<file path="src/rtl/alu_pkg.sv">
// alu_pkg: shared datapath width and ALU opcode constants
package alu_pkg;
  localparam int PROC_BITS = 32;
  localparam int SHAMT_BITS = $clog2(PROC_BITS);
  localparam logic [3:0] OP_ADD = 4'b0000;
  localparam logic [3:0] OP_SUB = 4'b0001;
  localparam logic [3:0] OP_AND = 4'b0010;
  localparam logic [3:0] OP_OR  = 4'b0011;
  localparam logic [3:0] OP_XOR = 4'b0100;
  localparam logic [3:0] OP_NOR = 4'b0101;
  localparam logic [3:0] OP_SLT = 4'b0110;
  localparam logic [3:0] OP_SLL = 4'b0111;
  localparam logic [3:0] OP_SRL = 4'b1000;
  localparam logic [3:0] OP_SRA = 4'b1001;
  localparam logic [3:0] OP_LUI = 4'b1010;
endpackage

</file>
<file path="src/rtl/alu_shifter.sv">
// alu_shifter: combinational SLL/SRL/SRA/LUI of operand b (other ops yield 0)
module alu_shifter
  import alu_pkg::*;
(
  input  logic [PROC_BITS-1:0]  b,
  input  logic [SHAMT_BITS-1:0] shamt,
  input  logic [3:0]            op,
  output logic [PROC_BITS-1:0]  y
);
  localparam int H = PROC_BITS / 2;
  // select the shift flavour; LUI moves the low half of b into the high half
  always_comb
    y = (op == OP_SLL) ? b << shamt :
        (op == OP_SRL) ? b >> shamt :
        (op == OP_SRA) ? PROC_BITS'($signed(b) >>> shamt) :
        (op == OP_LUI) ? {b[H-1:0], {H{1'b0}}} :
        '0;
endmodule

</file>
<file path="src/rtl/proc_alu.sv">
// proc_alu: execute-stage integer ALU, 1-cycle registered result (optional o_zero via ALU_ZERO_FLAG_EN)
module proc_alu
  import alu_pkg::*;
(
  input  logic                 i_clk,
  input  logic                 i_rst,
  input  logic                 i_valid,
  input  logic [PROC_BITS-1:0] i_dataA,
  input  logic [PROC_BITS-1:0] i_dataB,
  input  logic [3:0]           i_operation,
  output logic [PROC_BITS-1:0] o_result,
  output logic                 o_valid
`ifdef ALU_ZERO_FLAG_EN
  ,
  output logic                 o_zero
`endif
);
  logic [PROC_BITS-1:0] sh, res;
  logic lt;
  alu_shifter u_shifter (
    .b     (i_dataB),
    .shamt (i_dataA[SHAMT_BITS-1:0]),
    .op    (i_operation),
    .y     (sh)
  );
  assign lt = $signed(i_dataA) < $signed(i_dataB);
  // arithmetic/logic/compare mux; shifts and LUI come from the shifter
  always_comb begin
    res = '0;
    case (i_operation)
      OP_ADD:                         res = i_dataA + i_dataB;
      OP_SUB:                         res = i_dataA - i_dataB;
      OP_AND:                         res = i_dataA & i_dataB;
      OP_OR:                          res = i_dataA | i_dataB;
      OP_XOR:                         res = i_dataA ^ i_dataB;
      OP_NOR:                         res = ~(i_dataA | i_dataB);
      OP_SLT:                         res = {{(PROC_BITS-1){1'b0}}, lt};
      OP_SLL, OP_SRL, OP_SRA, OP_LUI: res = sh;
      default:                        res = '0;
    endcase
  end
  // result register: loads on valid, holds otherwise
  always_ff @(posedge i_clk or posedge i_rst)
    if (i_rst) begin
      o_result <= '0;
      o_valid  <= 1'b0;
    end else begin
      o_valid <= i_valid;
      if (i_valid) o_result <= res;
    end
`ifdef ALU_ZERO_FLAG_EN
  // zero flag tracks the registered result under the same load rules
  always_ff @(posedge i_clk or posedge i_rst)
    if (i_rst) o_zero <= 1'b0;
    else if (i_valid) o_zero <= (res == '0);
`endif
endmodule

</file>
<file path="config.mk">
export PLATFORM = sky130hd
export DESIGN_NAME = proc_alu
export DESIGN_NICKNAME = d
export VERILOG_FILES = /design/src/rtl/alu_pkg.sv /design/src/rtl/alu_shifter.sv /design/src/rtl/proc_alu.sv
export SDC_FILE = /design/constraint.sdc
export NUM_CORES = 1
export LEC_CHECK = 0
export CAP_MARGIN = 20
export CORE_ASPECT_RATIO = 1.5
export CORE_UTILIZATION = 51
export DETAILED_ROUTE_END_ITERATION = 10
export GPL_TIMING_DRIVEN = 0
export PLACE_DENSITY = 0.75
export SYNTH_ARGS = -nofsm -noshare
export SYNTH_HDL_FRONTEND = slang
export SYNTH_SLANG_ARGS = --single-unit
</file>
<file path="constraint.sdc">
create_clock -name i_clk -period 1.69 [get_ports i_clk]
set_input_delay 0.169 -clock i_clk [delete_from_list [all_inputs] [get_ports i_clk]]
set_output_delay 0.169 -clock i_clk [all_outputs]
set_load 0.005 [all_outputs]
</file>
==> impl_metrics.yaml, run 1 <==
die:
  ioPinCount: 104
  initial_core_util: 0.524
  die_x_um: 119
  dieHeight_um: 177
  rows: 63
status:
  status: "did not finish"
  error_line: "[ERROR GRT-0116] Global routing finished with congestion. Check the congestion regions in the DRC Viewer."
  stop_stage: "5_1_grt"
clock_tree:
  cts_hold_buf: 0
  h-tree-depth: 2
  numCtsBuffers: 5
  clock_sinks: 33
  cts_buffer_depth: 2
  root_buffer: "clkbuf_16"
logic_synthesis:
  avgSynthCellArea_um2: 7.13
  yosys_most_used_dff: "dfrtp_1"
  synth-seq-cells: 33
  synthCells: 1460
  syn_nets: 1633
  yosys.area.top_type: "ha_1"
  yosysTopAreaCellShare: 0.120
  synthArstFlopShare: 1.00
  yosysWarnings: 0
  ys_types: 85
  syn-cell-area_um2: 10400
  seq_area_frac_synth: 0.0793
  synthTopCellsByArea: "ha_1 12%, mux4_2 10%, dfrtp_1 7.9%"
  synth_edf_count: 0
placed_design:
  hpwl_mm: 47.2
  place_congestion: 1.23
  io_buffers: 101
global_routing:
  grt_use_total: 0.664
  grt-ovfl-total: 14
  grt_max_degree: 24
  grt_pass1_wl_mm: 103
  first_global_vias: 15419
[per-layer routing]
layer	global-route usage	overflow
met1	0.671	0
met2	0.902	10
met3	0.399	0
met4	0.704	4
met5	0.0385	0
[synth_stat cells, drive strengths merged, types with 16 or more instances]
cell type  number
a221oi         28
a21oi         144
a31oi          25
mux2i          35
buf            31
a22oi          20
ha            100
o2bb2ai        16
clkbuf         87
inv            97
nor2b          20
o211ai         24
nor3           48
a211oi         34
nor2          184
nand3          34
mux4           46
nand2         108
o21ai          91
dfrtp          33
[per-stage QoR]
step,instance area (um^2),utilization,setup slack (ns),cells
3_5_place_dp,12200,0.613,-2.78,1822
2_1_floorplan,10800,-,-1.36,1460
4_1_cts,14400,0.724,-1.34,1899
3_3_place_gp,12200,0.612,-2.78,1821
[cell families after synthesis]
kind of cell,count (synthesis),synth area share
AOI/OAI and AO/OA,527,0.346
and+or+nand+nor,475,0.211
buffers and inverters,218,0.0821
adders and majority gates,102,0.124
muxes,96,0.149
DFF,33,0.0793
xor gates and xnor gates,9,0.00757
[timing repair]
action,CTS
setup buffers,85
setup endpoints to repair,32
pin swaps,90
gates resized for setup,548
==> run 2: changes to the inputs <==
CORE_ASPECT_RATIO = unset   (was 1.5)
CORE_UTILIZATION = 36   (was 51)
PLACE_DENSITY = unset   (was 0.75)
PLACE_DENSITY_LB_ADDON = 0.15   (was unset)
clock period = 2.2 ns   (was 1.69 ns; I/O delays follow)
==> run 2 against run 1 <==
The flow now finishes, with violations (setup timing). Area after synthesis stayed put. Synthesized cell count stayed put.
==> impl_metrics.yaml, run 2 <==
global_routing:
  met1_usage: 0.584
  grt_use_met3: 0.144
  grt_max_degree: 23
  grt_pass1_wl_mm: 96.5
  grt-ovfl-total: 0
  first_global_vias: 13696
  grt.met2_usage: 0.685
  top_usage_layer: "met2"
  antenna_found_initial: 0
  grt_use_total: 0.461
worst_setup_path:
  cp.depth: 15
  path_buf_inv: 4
  crit_top_cell: "buf_8"
  end_kind: "flip-flop"
  startpoint_type: "input port"
  crit_required_ns: 2.37
  crit_arrival_ns: 3.36
  cpMaxStageDelayCell: "a311oi_2"
  path_max_fanout: 3
  cpPeakStageDelay_ns: 0.44
  path_class: "input port to flip-flop"
  crit_chain: "buf_8, buf_8, buf_12, clkinvlp_4, ha_4, fa_2, o21bai_4, o211ai_1, a311oi_2, nor3_2, o311ai_4, a21oi_2, o41ai_4, mux2i_1, a31oi_1"
  r2r_cells: 8
  path_delay_family: "compound AO/OA/AOI/OAI gates"
layout:
  nFillCells: 2725
  fin_cells: 2042
  reg_top3: "o_result: 32 flops, o_valid: 1 flops"
  layout_commonest_cell: "nor2_1"
  antenna_cells: 0
  regMostFlops: "o_result"
  final_layout_size_suffix_gt1_frac: 0.344
  final-seq-area_um2: 826
  multi_input_area_um2: 10400
  finalNetCount: 1836
  most-common-layout-cells: "161 x nor2_1, 102 x nand2_1, 91 x a21oi_1, 87 x buf_4, 85 x inv_1"
  synthToLayoutAreaGrowth_pct: 45.4
  largest_reg_flops: 32
die:
  rows: 61
  die_area_um2: 29600
  coreArea_um2: 28100
  initial_core_util: 0.371
  ioPinCount: 104
  dieHeight_um: 172
  die_x_um: 172
routing:
  drtIter0Drc: 1987
  routed_wl_mm: 69.7
  wl_per_cell_um: 34.1
  remaining_drc_errors: 0
  ant_nets: 0
  first_pass_iters: 8
  vias: 14561
  vias_per_cell: 7.13
placed_design:
  pre_cts_slack_ns: -2.44
  io_buffers: 101
  hpwl_mm: 51.7
  place_congestion: 1.06
  dp_cells: 1940
logic_synthesis:
  yosysWarnings: 0
  muxShareOfSynthArea: 0.149
  synthAdderAreaFrac: 0.124
  synthCells: 1460
  synth_top_family_by_area: "compound AO/OA/AOI/OAI gates"
  yosysMostFrequentCell: "nor2_1"
  synth_edf_count: 0
  syn_nets: 1633
  yosys_most_used_dff: "dfrtp_1"
  synthSimpleGateAreaFrac: 0.211
  synthArstFlopShare: 1.00
  yosys.area.top_type: "ha_1"
  seq_area_frac_synth: 0.0793
  syn-cell-area_um2: 10400
  avgSynthCellArea_um2: 7.13
  synth_xor_area_frac: 0.00757
  ys_types: 85
  synth-seq-cells: 33
  synth-compound-area-share: 0.346
  yosysTopAreaCellShare: 0.120
  synthTopCellsByArea: "ha_1 12%, mux4_2 10%, dfrtp_1 7.9%"
  synth_common_cells: "184 x nor2_1, 144 x a21oi_1, 108 x nand2_1, 100 x ha_1, 96 x inv_1"
sta:
  finClkSkew_ns: 0
  fin_tns_setup_ns: -22.86
  fin_crit_ns: 3.19
  setup_viol: 32
  grt_setup_unrepaired: "true"
  fin_crit_sh: 1.45
  fmax_ghz: 0.313
  tightest_slew_ns: 0.930
  whs_ns: 0.308
  finalMaxSlewViolations: 0
  fin_ws_ns: -0.991
  hold_violations: 0
  slew_headroom: 0.380
clock_tree:
  numCtsBuffers: 5
  path_clk_slew_ns: 0.07
  clock_sinks: 33
  cts_buffer_depth: 2
  h-tree-depth: 2
  cts_hold_buf: 0
  cts_tree: "done"
  root_buffer: "clkbuf_16"
  insertion_delay_ns: 0.29
flow_run:
  cap_violations: 0
status:
  violations: "setup timing"
  status: "complete, but fails checks"
power_and_ir_drop:
  power-per-cell-area_nw_per_um2: 379
  peakVddDrop_mv: 0.278
  p_leak_nw: 6.00
min_path:
  hp-class: "input port to async pin"
run 2: path summary, 6_finish.rpt:
check | from | to | slack, ns
setup reg to reg | o_result[25] | o_result[25] | -0.02
hold / removal | i_rst | o_valid | 0.31
hold reg to reg | o_result[27] | o_result[27] | 0.49
max in group asynchronous | i_rst | o_result[2] | 1.34
setup / recovery | i_dataA[0] | o_result[30] | -0.99
min in group i_clk | o_result[27] | o_result[27] | 0.49
run 2: final cells by class:
cell class | count | area share
multi-input combinational | 1209 | 0.688
timing repair buffer | 207 | 0.126
buffer | 107 | 0.0591
sequential | 33 | 0.0546
tap | 378 | 0.0313
inverter | 100 | 0.0289
clock buffer | 6 | 0.00918
clock inverter | 2 | 0.00248
run 2: stage by stage:
stage | util | cell area (um^2) | total power, mW
5_1_grt | 0.539 | 15100 | 5.86
4_1_cts | 0.515 | 14500 | 5.31
3_5_place_dp | 0.436 | 12200 | 3.82
2_1_floorplan | - | 10700 | 2.54
6_report | 0.539 | 15100 | 5.73
3_3_place_gp | 0.434 | 12200 | 3.84
run 2: kinds of logic after synthesis:
| group | Yosys count |
|---|---|
| AND/OR/NAND/NOR | 475 |
| multiplexers | 96 |
| AO/OA/AOI/OAI | 527 |
| adder cells (fa/ha/maj) | 102 |
| flip-flops | 33 |
| buffers and inverters | 218 |
| XOR/XNOR | 9 |
run 2: what timing repair did:
| item | 4_1_cts | 5_1_grt |
|---|---|---|
| gates resized for setup | 564 | 121 |
| gates cloned | 0 | 0 |
| buffers inserted | 85 | 26 |
| pin swaps | 119 | 98 |
| endpoints found under the setup margin | 32 | 32 |
run 2: power breakdown:
| part | internal, mW | switching [mW] |
|---|---|---|
| clock | 0.568 | 0.343 |
| sequential | 0.676 | 0.0442 |
| combinational | 1.61 | 2.49 |
| total | 2.86 | 2.87 |
run 2: layer usage:
metal	wire (um)	share of wire
met1	26500	0.38
met2	29100	0.42
met3	8790	0.13
met4	5320	0.076
met5	0	0
Power figures use the tool's default switching activity.
==> run 3: changes to the inputs <==
ABC_CLOCK_PERIOD_IN_PS = 2200   (was unset)
RECOVER_POWER = 50   (was unset)
==> run 3 against run 2 <==
Critical path depth unchanged. Non-clock buffer count unchanged. Largest power group unchanged. Sequential share of layout area about the same. The run still ends with setup timing left. Critical endpoint unchanged. Flip-flop and latch count unchanged. Sequential power about the same.
==> impl_metrics.yaml, run 3 (synthesized netlist as in run 2, its figures left out) <==
routing:
  first_pass_iters: 6
  routed_wl_mm: 69.7
  vias: 14502
  wl_per_cell_um: 34.1
  drtIter0Drc: 1986
  remaining_drc_errors: 0
  ant_nets: 0
  vias_per_cell: 7.10
worst_setup_path:
  crit_required_ns: 2.37
  r2r-start: "o_result[25]"
  path_max_fanout: 3
  r2r-end: "o_result[25]"
  r2r_cells: 8
  reg2reg_setup_slack_ns: -0.03
  path_class: "input port to flip-flop"
  startpoint_type: "input port"
  crit_arrival_ns: 3.36
  end_kind: "flip-flop"
sta:
  tightest_slew_ns: 1.14
  setup_viol: 32
  fin_crit_sh: 1.45
  finalMaxSlewViolations: 0
  hold_violations: 0
  fmax_ghz: 0.314
  fin_ws_ns: -0.990
  grt_setup_unrepaired: "true"
  finClkSkew_ns: 0
  fin_crit_ns: 3.19
  slew_headroom: 0.238
clock_tree:
  cts_tree: "done"
  cts_hold_buf: 0
  h-tree-depth: 2
  path_clk_slew_ns: 0.07
  clock_sinks: 33
  numCtsBuffers: 5
  insertion_delay_ns: 0.29
  root_buffer: "clkbuf_16"
  cts_buffer_depth: 2
layout:
  final-seq-area_um2: 826
  synthToLayoutAreaGrowth_pct: 45.2
  regMostFlops: "o_result"
  antenna_cells: 0
  utilization: 0.538
  largest_reg_flops: 32
  most-common-layout-cells: "161 x nor2_1, 102 x nand2_1, 91 x a21oi_1, 87 x buf_4, 85 x inv_1"
  final_layout_size_suffix_gt1_frac: 0.344
  nFillCells: 2727
  finalNetCount: 1836
  reg_top3: "o_result: 32 flops, o_valid: 1 flops"
  layout_commonest_cell: "nor2_1"
  multi_input_area_um2: 10400
die:
  die_x_um: 172
  ioPinCount: 104
  initial_core_util: 0.371
  rows: 61
  die_area_um2: 29600
  dieHeight_um: 172
  coreArea_um2: 28100
global_routing:
  grt_use_total: 0.461
  antenna_found_initial: 0
  first_global_vias: 13696
  grt_max_degree: 23
  grt-ovfl-total: 0
  grt_pass1_wl_mm: 96.5
status:
  violations: "setup timing"
  status: "complete, but fails checks"
placed_design:
  hpwl_mm: 51.7
  io_buffers: 101
  pre_cts_slack_ns: -2.44
  place_congestion: 1.06
power_and_ir_drop:
  peakVddDrop_mv: 0.275
  power-per-cell-area_nw_per_um2: 379
  p_leak_nw: 6.00
flow_run:
  cap_violations: 0
min_path:
  hp-class: "input port to async pin"
[run 3: cell count changes in the layout (fill, tap and decap cells not counted)]
| cell | change |
|---|---|
| buf_16 | -1 |
| dlygate4sd3_1 | +1 |
| clkdlybuf4s50_1 | -1 |
| dlymetal6s2s_1 | +1 |
[run 3: critical path, stage by stage]
cell	delay, ns
buf_8	0.08
buf_8	0.09
buf_12	0.11
clkinvlp_4	0.11
ha_4	0.19
fa_2	0.38
o21bai_4	0.14
o211ai_1	0.21
a311oi_2	0.44
nor3_2	0.13
o311ai_4	0.37
a21oi_2	0.12
o41ai_4	0.42
mux2i_1	0.24
a31oi_1	0.10
[run 3: worst max-delay path by stage]
| stage | start | end | slack (ns) | cells after the start |
|---|---|---|---|---|
| finish | i_dataA[0] | o_result[30] | -0.99 | 15 |
| global route | i_dataA[0] | o_result[30] | -1.01 | 15 |
| CTS | i_dataA[0] | o_result[30] | -0.95 | 15 |
| detailed placement | i_dataA[0] | o_result[30] | -2.44 | 15 |
| global placement | i_dataA[0] | o_result[30] | -2.45 | 15 |
| floorplan | i_dataA[0] | o_result[30] | -0.91 | 14 |
[run 3: per-stage QoR]
| step | total power [mW] | cell area (um^2) | setup TNS [ns] | hold WS [ns] | instances |
|---|---|---|---|---|---|
| after floorplan | 2.54 | 10700 | -12.08 | 0.251 | 1460 |
| after global placement | 3.84 | 12200 | -64.82 | 0.471 | 1939 |
| after detailed placement | 3.82 | 12200 | -63.25 | 0.472 | 1940 |
| after CTS | 5.31 | 14500 | -19.18 | 0.328 | 2022 |
| after global routing | 5.86 | 15100 | -23.38 | 0.451 | 2042 |
| final | 5.72 | 15100 | -22.81 | 0.403 | 2042 |
[run 3: cell type report]
| type | count | area share |
|---|---|---|
| Buffer | 107 | 0.0591 |
| Tap cell | 378 | 0.0313 |
| Inverter | 100 | 0.0290 |
| Sequential cell | 33 | 0.0546 |
| Clock inverter | 2 | 0.00248 |
| Timing Repair Buffer | 207 | 0.125 |
| Clock buffer | 6 | 0.00919 |
| Multi-Input combinational cell | 1209 | 0.689 |
[run 3: what timing repair did]
item / 4_1_cts / 5_1_grt
pin swaps: 119 / 98
endpoints found under the setup margin: 32 / 32
buffers inserted: 85 / 26
resized for setup: 564 / 121
[run 3: layer usage]
layer,part of all wire,GRT usage,wire length (um),vias to the layer above
met5,0,0.00696,0,-
li1,-,-,-,5924
met1,0.38,0.584,26400,7012
met4,0.077,0.271,5390,0
met3,0.13,0.144,8840,328
met2,0.42,0.685,29100,1238
[run 3: power by group]
| part | internal (mW) | switching [mW] | total [mW] |
|---|---|---|---|
| Clock | 0.567 | 0.340 | 0.908 |
| Combinational | 1.61 | 2.48 | 4.09 |
| Sequential | 0.676 | 0.0438 | 0.720 |
| Total | 2.85 | 2.87 | 5.72 |
==> run 4: changes to the inputs <==
SLEW_MARGIN = 5   (was unset)
==> run 4 against run 3 <==
The run still ends with setup timing left. Global-route usage fell by 0.50 points. Flip-flop and latch count did not move. First-iteration DRC count fell by 6.7%. Clock power rose by 2%. Utilization fell by 1.0 points. Register-to-register slack improved by 0.02 ns. Sequential power barely moved. Via count fell by 0.37%. Wire length fell by 1.3%. Critical path type unchanged. Critical path depth did not move.
==> impl_metrics.yaml, run 4 (synthesized netlist as in run 2, its figures left out) <==
status:
  status: "complete, but fails checks"
  violations: "setup timing"
layout:
  layout_commonest_cell: "nor2_1"
  final_area_um2: 14800
  synthToLayoutAreaGrowth_pct: 42.5
  regMostFlops: "o_result"
  finalNetCount: 1824
  largest_reg_flops: 32
  fin_cells: 2031
  utilization: 0.528
  final_layout_size_suffix_gt1_frac: 0.331
  reg_top3: "o_result: 32 flops, o_valid: 1 flops"
  most-common-layout-cells: "159 x nor2_1, 104 x nand2_1, 98 x a21oi_1, 89 x buf_4, 85 x inv_1"
flow_run:
  cap_violations: 0
worst_setup_path:
  crit_arrival_ns: 3.30
  path_class: "input port to flip-flop"
  end_kind: "flip-flop"
  crit_required_ns: 2.37
  startpoint_type: "input port"
  path_max_fanout: 10
  r2r_cells: 8
power_and_ir_drop:
  intPower_mw: 2.82
  peakVddDrop_mv: 0.319
  power-per-cell-area_nw_per_um2: 379
  p_leak_nw: 5.93
  pwr-share-seq: 0.128
  pwr-share-comb: 0.708
  p_sw_frac: 0.500
  p_clk_frac: 0.164
  p_switching_mw: 2.81
sta:
  fin_crit_ns: 3.12
  tightest_slew_ns: 1.47
  hold_violations: 0
  fin_ws_ns: -0.925
  slew_headroom: 0.0197
  fin_crit_sh: 1.42
  finClkSkew_ns: 0
  grt_setup_unrepaired: "true"
  finalMaxSlewViolations: 0
  whs_ns: 0.488
  fmax_ghz: 0.320
  setup_viol: 32
placed_design:
  hpwl_mm: 51.6
  pre_cts_slack_ns: -2.44
  dp_cells: 1939
  place_congestion: 1.06
  place_area_um2: 12200
  io_buffers: 101
routing:
  remaining_drc_errors: 0
  first_pass_iters: 8
  wl_per_cell_um: 33.9
  ant_nets: 0
  routed_wl_mm: 68.8
  drtIter0Drc: 1853
  vias_per_cell: 7.11
  vias: 14449
global_routing:
  antenna_found_initial: 0
  grt_pass1_wl_mm: 95.4
  grt_use_total: 0.456
  grt_max_degree: 34
  first_global_vias: 13466
  grt-ovfl-total: 0
die:
  rows: 61
  coreArea_um2: 28100
  dieHeight_um: 172
  die_area_um2: 29600
  initial_core_util: 0.371
  ioPinCount: 104
  die_x_um: 172
clock_tree:
  numCtsBuffers: 5
  h-tree-depth: 2
  clock_sinks: 33
  cts_buffer_depth: 2
  path_clk_slew_ns: 0.08
  cts_tree: "done"
  root_buffer: "clkbuf_16"
  insertion_delay_ns: 0.29
min_path:
  hp-class: "flip-flop to flip-flop"
  worstHoldPathCells: 1
==> run 4: cell types whose count changed in the layout (fill, tap and decap cells not counted), sizes merged <==
cell | previous run | this run
clkbuf | 91 | 89
clkdlybuf4s18 | 0 | 1
dlymetal6s2s | 4 | 5
diode | 0 | 1
dlygate4sd2 | 16 | 12
clkdlybuf4s50 | 49 | 50
buf | 151 | 142
==> run 4: routing by layer <==
metal / vias to the layer above / GRT usage / wire, um
met5: - / 0 / 104
met4: 4 / 0.269 / 5430
met3: 328 / 0.138 / 8690
met2: 1229 / 0.679 / 28600
met1: 6981 / 0.578 / 26100
li1: 5907 / - / -
==> run 4: cell type report <==
cell class	count	area, um^2
fillers	2755	13300
repair buffers	195	1760
well taps	378	473
inverters	100	440
flip-flops and latches	33	826
clock buffers	6	139
plain buffers	107	968
clock inverters	2	37.5
multi-input cells	1209	10200
diodes	1	2.50
==> run 4: critical path, stage by stage <==
cell        delay [ns]
clkbuf_4          0.24
clkinvlp_4        0.26
ha_1              0.36
clkbuf_4          0.21
nor2_2            0.14
nand4_1           0.18
a311oi_2          0.24
buf_4             0.19
nor3_4            0.05
o311ai_4          0.27
buf_6             0.16
a21oi_2           0.07
o41ai_4           0.33
mux2i_1           0.24
a31oi_1           0.11
==> run 4: stage by stage <==
step / TNS [ns] / power [mW]
floorplan: -12.08 / 2.54
global placement: -64.82 / 3.84
detailed placement: -62.82 / 3.81
CTS: -17.10 / 5.17
global route: -20.10 / 5.75
finish: -19.33 / 5.63
==> run 4: power groups by stage <==
stage | sequential, mW | clock (mW) | combinational, mW
after global routing | 0.729 | 0.926 | 4.10
after global placement | 0.727 | 0 | 3.11
after CTS | 0.720 | 0.908 | 3.54
after detailed placement | 0.730 | 0 | 3.08
final | 0.722 | 0.922 | 3.98
after floorplan | 0.729 | 0 | 1.81
==> run 4: path summary, 6_finish.rpt <==
check	startpoint	end	slack [ns]
setup / recovery	i_dataB[14]	o_result[30]	-0.92
hold / removal	o_result[3]	o_result[3]	0.49
setup reg to reg	o_result[25]	o_result[25]	-0.01
hold reg to reg	o_result[3]	o_result[3]	0.49
max in group asynchronous	i_rst	o_result[2]	0.53
min in group asynchronous	i_rst	o_result[25]	0.78
==> run 4: timing repair <==
item	in CTS	in global routing
hold buffers	0	0
pin swaps	82	79
resized for setup	471	187
endpoints found under the setup margin	32	32
setup buffers	67	32
gates cloned	0	0
